===== config.mk =====
export PLATFORM = sky130hd
export DESIGN_NAME = stack_arbiter
export DESIGN_NICKNAME = d
export VERILOG_FILES = /design/src/rtl/stack_arbiter.sv
export SDC_FILE = /design/constraint.sdc
export NUM_CORES = 1
export LEC_CHECK = 0
export CAP_MARGIN = 20
export CORE_ASPECT_RATIO = 1.5
export CORE_UTILIZATION = 38
export DETAILED_ROUTE_END_ITERATION = 8
export PLACE_DENSITY = 0.95
export SLEW_MARGIN = 20
export SYNTH_ARGS = -nofsm -noshare
export SYNTH_HDL_FRONTEND = slang
export SYNTH_SLANG_ARGS = --single-unit

===== constraint.sdc =====
create_clock -name clk -period 5 [get_ports clk]
set_input_delay 1 -clock clk [delete_from_list [all_inputs] [get_ports clk]]
set_output_delay 1 -clock clk [all_outputs]
set_load 0.1 [all_outputs]

===== src/rtl/stack_arbiter.sv =====
// stack_arbiter: round-robin arbiter that serialises push/pop requests from
// NUM_REQ requesters onto one shared stack. Each accepted op walks through
// IDLE (grant) -> ISSUE (stack strobe) -> RESP (completion pulse).
module stack_arbiter #(
  parameter int NUM_REQ    = 4,
  parameter int DATA_WIDTH = 8
) (
  input  logic                          clk,
  input  logic                          reset,
  input  logic [NUM_REQ-1:0]            req_valid,
  input  logic [NUM_REQ-1:0]            req_op,
  input  logic [NUM_REQ*DATA_WIDTH-1:0] req_data,
  output logic [NUM_REQ-1:0]            req_ready,
  output logic                          rsp_valid,
  output logic [$clog2(NUM_REQ)-1:0]    rsp_id,
  output logic [DATA_WIDTH-1:0]         rsp_data,
  output logic                          rsp_err,
  output logic                          stk_push,
  output logic                          stk_pop,
  output logic [DATA_WIDTH-1:0]         stk_data_in,
  input  logic [DATA_WIDTH-1:0]         stk_data_out,
  input  logic                          stk_full,
  input  logic                          stk_empty
);

  localparam int   IDW    = $clog2(NUM_REQ);
  localparam logic OP_POP = 1'b1;

  typedef enum logic [1:0] {
    IDLE  = 2'd0,
    ISSUE = 2'd1,
    RESP  = 2'd2
  } state_t;

  state_t                state_r;
  state_t                state_s;
  logic [IDW-1:0]        last_grant_r;
  logic [IDW-1:0]        win_id_r;
  logic                  win_op_r;
  logic [DATA_WIDTH-1:0] win_data_r;
  logic                  err_r;
  logic                  issue_err_s;
  logic                  grant_found_s;
  logic [IDW-1:0]        grant_id_s;
  logic [IDW-1:0]        cand_s;
  logic [DATA_WIDTH-1:0] req_word_s [NUM_REQ];

  // Split the flat request data bus into one word per requester.
  for (genvar g = 0; g < NUM_REQ; g++) begin : g_unpack
    assign req_word_s[g] = req_data[g*DATA_WIDTH +: DATA_WIDTH];
  end

  // Round-robin search starting just after the last granted requester.
  always_comb begin
    grant_found_s = 1'b0;
    grant_id_s    = '0;
    cand_s        = '0;
    for (int k = 1; k <= NUM_REQ; k++) begin
      cand_s = IDW'((int'(last_grant_r) + k) % NUM_REQ);
      if (!grant_found_s && req_valid[cand_s]) begin
        grant_found_s = 1'b1;
        grant_id_s    = cand_s;
      end else begin
        grant_found_s = grant_found_s;
      end
    end
  end

  // Next-state logic plus grant and stack strobes; reset forces all quiet.
  always_comb begin
    state_s     = state_r;
    req_ready   = '0;
    stk_push    = 1'b0;
    stk_pop     = 1'b0;
    stk_data_in = '0;
    issue_err_s = 1'b0;
    case (state_r)
      IDLE: begin
        if (grant_found_s) begin
          state_s               = ISSUE;
          req_ready[grant_id_s] = 1'b1;
        end else begin
          state_s = IDLE;
        end
      end
      ISSUE: begin
        state_s = RESP;
        if (win_op_r == OP_POP) begin
          if (!stk_empty) begin
            stk_pop = 1'b1;
          end else begin
            issue_err_s = 1'b1;
          end
        end else begin
          if (!stk_full) begin
            stk_push    = 1'b1;
            stk_data_in = win_data_r;
          end else begin
            issue_err_s = 1'b1;
          end
        end
      end
      RESP: begin
        state_s = IDLE;
      end
      default: begin
        state_s = IDLE;
      end
    endcase
    if (reset) begin
      state_s     = IDLE;
      req_ready   = '0;
      stk_push    = 1'b0;
      stk_pop     = 1'b0;
      stk_data_in = '0;
    end else begin
      state_s = state_s;
    end
  end

  // Completion pulse in RESP; popped data only for a successful pop.
  always_comb begin
    rsp_valid = 1'b0;
    rsp_id    = '0;
    rsp_data  = '0;
    rsp_err   = 1'b0;
    if (!reset && (state_r == RESP)) begin
      rsp_valid = 1'b1;
      rsp_id    = win_id_r;
      rsp_err   = err_r;
      if ((win_op_r == OP_POP) && !err_r) begin
        rsp_data = stk_data_out;
      end else begin
        rsp_data = '0;
      end
    end else begin
      rsp_valid = 1'b0;
    end
  end

  // State, round-robin pointer, accepted op and error flag registers.
  always_ff @(posedge clk) begin
    if (reset) begin
      state_r      <= IDLE;
      last_grant_r <= IDW'(NUM_REQ - 1);
      win_id_r     <= '0;
      win_op_r     <= 1'b0;
      win_data_r   <= '0;
      err_r        <= 1'b0;
    end else begin
      state_r <= state_s;
      if ((state_r == IDLE) && grant_found_s) begin
        last_grant_r <= grant_id_s;
        win_id_r     <= grant_id_s;
        win_op_r     <= req_op[grant_id_s];
        win_data_r   <= req_word_s[grant_id_s];
      end
      if (state_r == ISSUE) begin
        err_r <= issue_err_s;
      end
    end
  end

endmodule


==> results of run 1 <==
==> layer usage <==
| layer | track usage | up-vias | share of wire |
|---|---|---|---|
| met1 | 0.2231 | 559 | 0.37 |
| met4 | 0.1206 | 0 | 0.033 |
| met3 | 0.02842 | 10 | 0.053 |
| met5 | 0 | - | 0 |
| met2 | 0.3638 | 51 | 0.54 |
| li1 | - | 625 | - |
==> metrics by stage <==
step,power [W],util
after floorplan,0.0002955,-
after global placement,0.0003505,0.6486
after detailed placement,0.0003556,0.6486
after CTS,0.0004497,0.6628
after global routing,0.0004721,0.6628
final,0.0004476,0.6628
==> cell type report <==
cell class	count	area, µm²
clock buffer	3	41.29
fill	238	982.2
inverter	2	10.01
multi-input combinational	109	804.5
sequential	16	320.3
tap	39	48.80
timing repair buffer	77	705.7
==> power breakdown <==
part | leakage, nW | total (W) | internal, W | switching, W
registers | 0.132 | 0.000160 | 0.000147 | 0.0000133
logic | 0.663 | 0.000192 | 0.0000920 | 0.000100
clock network | 0.0216 | 0.0000950 | 0.0000534 | 0.0000417
total | 0.817 | 0.000448 | 0.000292 | 0.000155
==> worst min-delay path, cell delays in order, from the launching register on <==
cell     delay [ps]
dfxtp_1         310
nand2_1          50
nand2_1          50
==> Yosys cell counts, types with 2 or more instances <==
master and n:
nor3b_1 2, nand3_1 7, and2_1 20, o21ai_0 2, nor2_1 10, nand2_1 6, a221o_1 2, nor3_1 2
buf_6 2, o211ai_1 3, dfxtp_1 16, nand2b_1 4, nand3b_1 7, o21ai_1 5, mux2_2 9, mux2i_1 14
==> worst paths after layout <==
check | from | to | cells after the start
max | req_valid[3] | req_ready[0] | 6
min | win_id_r[1]$_SDFFE_PP0P_ | win_id_r[1]$_SDFFE_PP0P_ | 2
max reg2reg | last_grant_r[0]$_SDFFE_PP1P_ | win_op_r$_SDFFE_PP0P_ | 5
min reg2reg | win_id_r[1]$_SDFFE_PP0P_ | win_id_r[1]$_SDFFE_PP0P_ | 2
==> cells in the final DEF, fill, tap and decap left out, types with 2 or more instances in the layout <==
cell type,instances
nand3_1,7
o21ai_0,2
buf_4,26
o211ai_1,3
nand2_1,6
mux2i_1,14
clkdlybuf4s50_1,51
nand3b_1,7
nor2_1,10
a221o_1,2
nand2b_1,4
o21ai_1,5
mux2_2,9
clkbuf_8,3
and2_1,20
dfxtp_1,16
==> kinds of logic (layout without fill, tap and decap cells) <==
kind of cell,after synthesis,in the layout,share of synthesized area
buffers and inverters,7,82,0.04806
flip-flops,16,16,0.2735
multiplexers,23,23,0.2062
AND/OR/NAND/NOR,69,69,0.3697
AO/OA/AOI/OAI,17,17,0.1026
==> state kept, by name (all words and copies together) (netlist names) <==
| name | count |
|---|---|
| err_r | 1 |
| win_op_r | 1 |
| win_data_r | 8 |
| last_grant_r | 2 |
| win_id_r | 2 |
| state_r | 2 |
==> reports/results.ini, run 1 <==
[worst_setup_path]
path_delay_family=buffers and inverters
crit_required_ps=4000
crit_fanout=21
start_kind=input pin
critPathKind=input pin to output pin
crit_slowest_cell=clkdlybuf4s50_1
cp_num_buf_inv=2
reg2reg_setup_slack_ps=3160
cpPeakStageDelay_ps=490
critPathCaptureType=output pin
cp_cell_sequence=clkdlybuf4s50_1, and2b_1, o221a_2, nand2b_1, nor2_1, buf_4
crit_arrival_ps=2920

[timing]
layout_setup_ws_ps=1080
fmax_mhz=255.1
setup_viol=0
finClkSkew_ps=1.509
slew_violations=0
fin_setup_tns_ps=0
tightest_slew_ps=477.8
grt_setup_unrepaired=no
maxSlewHeadroom=0.6797
finalCritPeriodShare=0.7840
hold_slack_ps=451.8
post-route-min-period_ps=3920
final_hold_viol_count=0

[drt]
ant_nets=0
drc_errors=0
via_per_inst=5.061
vias=1245
wl_per_cell_um=12.77
drt_pre_antenna_iters=4
wl_um=3141
drt_iter0_drc=16

[yosys]
yosysTopAreaCell=dfxtp_1
yosys_warnings=0
ys_ff_latch=16
synthTopCellsByArea=dfxtp_1 27%, mux2i_1 12%, and2_1 11%
ys.flop_type=dfxtp_1
async_flop_share=0
yosysSeqAreaShare=0.2735
synth_cell_type_count=37
synth_top_area_share=0.2735
synth_cells=132
netlist_area_um2=1171
synth-edff-count=0
synth.avg_cell_area_um2=8.872
syn-num-nets=184

[global_route]
grt-ovfl-total=0
grt_first_pass_wirelength_um=5175
grt_max_degree=22
antenna_found_initial=0
grt.total_usage=0.2101
first_global_vias=1219

[clocking]
h-tree-depth=1
hold_buffers=0
numCtsBuffers=3
clockBufferDepth=2
cts-resized-gates=0
root_buffer=clkbuf_8
cts.sinks=16
cts_setup_buffers=0
cts_tree=done
clock_latency_ps=250
clk_pin_slew_worst_paths_ps=60

[finish]
layout-drive-gt1-share=0.2415
nNetsFinal=261
antenna_cells=0
final_area_um2=1931
layout.cells.non_filler=246
areaGrowthSynthToFinish_pct=64.85

[run_status]
status=finished clean

[floorplan]
pin_count=78
core_area_um2=2913
design.die.area_um2=3312
rows=24
initial_core_util=0.4021
die_h_um=69.99
die_w_um=47.33

[placed_design]
post-place-ws_ps=1097
routabilityCongestion=0.7920
port-buffer-count=77
post-place-cells=243
dp_hpwl_um=2546
place_area_um2=1889

[pwr]
leakage_nw=0.8171
p_per_area_nw_per_um2=231.8
max-vdd-ir-drop_v=0.0001373

[flow_run]
drv_cap=0

[min_path]
hp-class=flip-flop to flip-flop

No activity file was read; power rests on OpenSTA's default activity.
==> inputs of run 2 (changes only) <==
Settings changed: CORE_UTILIZATION 38 to 32, PLACE_DENSITY 0.95 to 0.86.
Clock period 5 ns to 3.15 ns, I/O delays scaled along.
==> reports/results.ini, run 2 (synthesized netlist as in run 1, its figures left out) <==
[global_route]
first_global_vias=1280  ; +5.0%
antenna_found_initial=0  ; unchanged
grt.total_usage=0.1964  ; -0.01378
grt-ovfl-total=0  ; unchanged
grt_max_degree=20  ; -9.1%
grt_first_pass_wirelength_um=5865  ; +13%

[finish]
areaGrowthSynthToFinish_pct=100.2
nNetsFinal=264  ; +1.1%
fin_util=0.6800  ; +0.01717
final_cell_mix=51 x clkdlybuf4s50_1, 26 x buf_12, 17 x and2_2
largest_register=win_data_r
layout-drive-gt1-share=0.3602  ; +0.1186
antenna_cells=0  ; unchanged
final_common_cell=clkdlybuf4s50_1
largest_reg_flops=8  ; unchanged

[timing]
finalCritPeriodShare=0.9552
finClkSkew_ps=0.7413  ; -0.7674 ps
hold_slack_ps=437.8  ; -13.99 ps
maxSlewHeadroom=0.6909  ; +0.01122
final_hold_viol_count=0  ; unchanged
post-route-min-period_ps=3009
tightest_slew_ps=461.9  ; -15.93 ps
setup_viol=0  ; unchanged
fin_setup_tns_ps=0  ; unchanged
layout_setup_ws_ps=141.2  ; -938.8 ps
slew_violations=0  ; unchanged
grt_setup_unrepaired=no
fmax_mhz=332.4

[floorplan]
initial_core_util=0.3396  ; -0.06244
die_w_um=51.40  ; +8.6%
die_h_um=76.09  ; +8.7%
design.die.area_um2=3911  ; +18%
core_area_um2=3448  ; +18%
pin_count=78  ; unchanged
rows=26  ; +8.3%

[clocking]
hold_buffers=0  ; unchanged
h-tree-depth=1  ; unchanged
cts_setup_buffers=0  ; unchanged
clockBufferDepth=2  ; unchanged
clock_latency_ps=250  ; about the same
cts_tree=done
numCtsBuffers=3  ; unchanged
cts.sinks=16  ; unchanged
root_buffer=clkbuf_8
clk_pin_slew_worst_paths_ps=60  ; about the same
cts-resized-gates=0  ; unchanged

[pwr]
p_int_w=0.0005187  ; +77%
finalPower_w=0.0007864  ; +76%
p_sw_frac=0.3403  ; -0.006289
seq_power_share=0.326  ; -0.032
leakage_nw=0.9251  ; +13%
power_frac_comb=0.440  ; +0.010
switchingPower_w=0.0002676  ; +73%
clockPowerShare=0.234  ; +0.022
max-vdd-ir-drop_v=0.0002642  ; +92%
p_per_area_nw_per_um2=335.4  ; +45%

[worst_setup_path]
cpPeakStageDelay_ps=550  ; +60 ps
path_delay_family=buffers and inverters
crit_arrival_ps=2380  ; -540 ps
critPathCaptureType=output pin
start_kind=input pin
crit_fanout=14  ; -33%
cp_cell_sequence=clkdlybuf4s50_1, nor4_2, nor3_4, nand2b_4, inv_4, nand2b_1, nor2_2, buf_12
critPathKind=input pin to output pin
cp_num_buf_inv=3  ; +1
crit_slowest_cell=clkdlybuf4s50_1
crit_required_ps=2520  ; -1480 ps

[drt]
wl_per_cell_um=14.18  ; +11%
wl_um=3588  ; +14%
drt_pre_antenna_iters=4  ; unchanged
drt_iter0_drc=20  ; +4
via_per_inst=5.059  ; about the same
ant_nets=0  ; unchanged
drc_errors=0  ; unchanged
vias=1280  ; +2.8%

[placed_design]
port-buffer-count=77  ; unchanged
dp_hpwl_um=2908  ; +14%
post-place-ws_ps=156.4  ; -940.4 ps
routabilityCongestion=0.8373  ; +5.7%

[flow_run]
drv_cap=0  ; unchanged

[run_status]
status=finished clean

[min_path]
hp-class=flip-flop to flip-flop

run 2: cell count changes in the layout (fill, tap and decap cells not counted), moves of 4 or more:
cell,before,now
buf_12,0,26
nor2_2,0,4
buf_4,26,3
nor2_1,10,6
and2_2,0,17
and2_1,20,3
run 2: area by class of cell:
cell class	instances	area, µm²
fill	258	1104
timing repair buffer	80	1054
multi-input combinational	109	853.3
sequential	16	320.3
tap	42	52.55
clock buffer	4	55.05
inverter	2	10.01
run 2: path summary, 6_finish.rpt:
check	from	slack, ps	cells after the start	end
setup / recovery	req_valid[0]	140	8	req_ready[0]
hold / removal	win_id_r[1]$_SDFFE_PP0P_	440	2	win_id_r[1]$_SDFFE_PP0P_
setup reg to reg	last_grant_r[0]$_SDFFE_PP1P_	1290	5	win_data_r[3]$_SDFFE_PP0P_
hold reg to reg	win_id_r[1]$_SDFFE_PP0P_	440	2	win_id_r[1]$_SDFFE_PP0P_
run 2: metrics by stage:
step	std cells	cell area (µm²)
final	253	2345
after global routing	253	2345
after CTS	253	2345
after detailed placement	249	2290
after global placement	249	2290
after floorplan	132	1230
run 2: routing by layer:
| layer | routed length (µm) | track usage |
|---|---|---|
| met5 | 0 | 0 |
| met4 | 52 | 0.08378 |
| met3 | 229 | 0.03593 |
| met2 | 2095 | 0.3766 |
| met1 | 1211 | 0.1917 |
run 2: power by group through the flow:
stage	Clock [W]	Sequential, W	Combinational [W]
final	0.000184	0.000257	0.000346
after global routing	0.000192	0.000261	0.000367
after CTS	0.000184	0.000256	0.000348
after detailed placement	0	0.000261	0.000345
after global placement	0	0.000258	0.000339
after floorplan	0	0.000253	0.000223
run 2: worst min-delay path, stage by stage, from the launching register on:
cell	delay (ps)
dfxtp_1	310
nand2_1	50
nand2_1	40
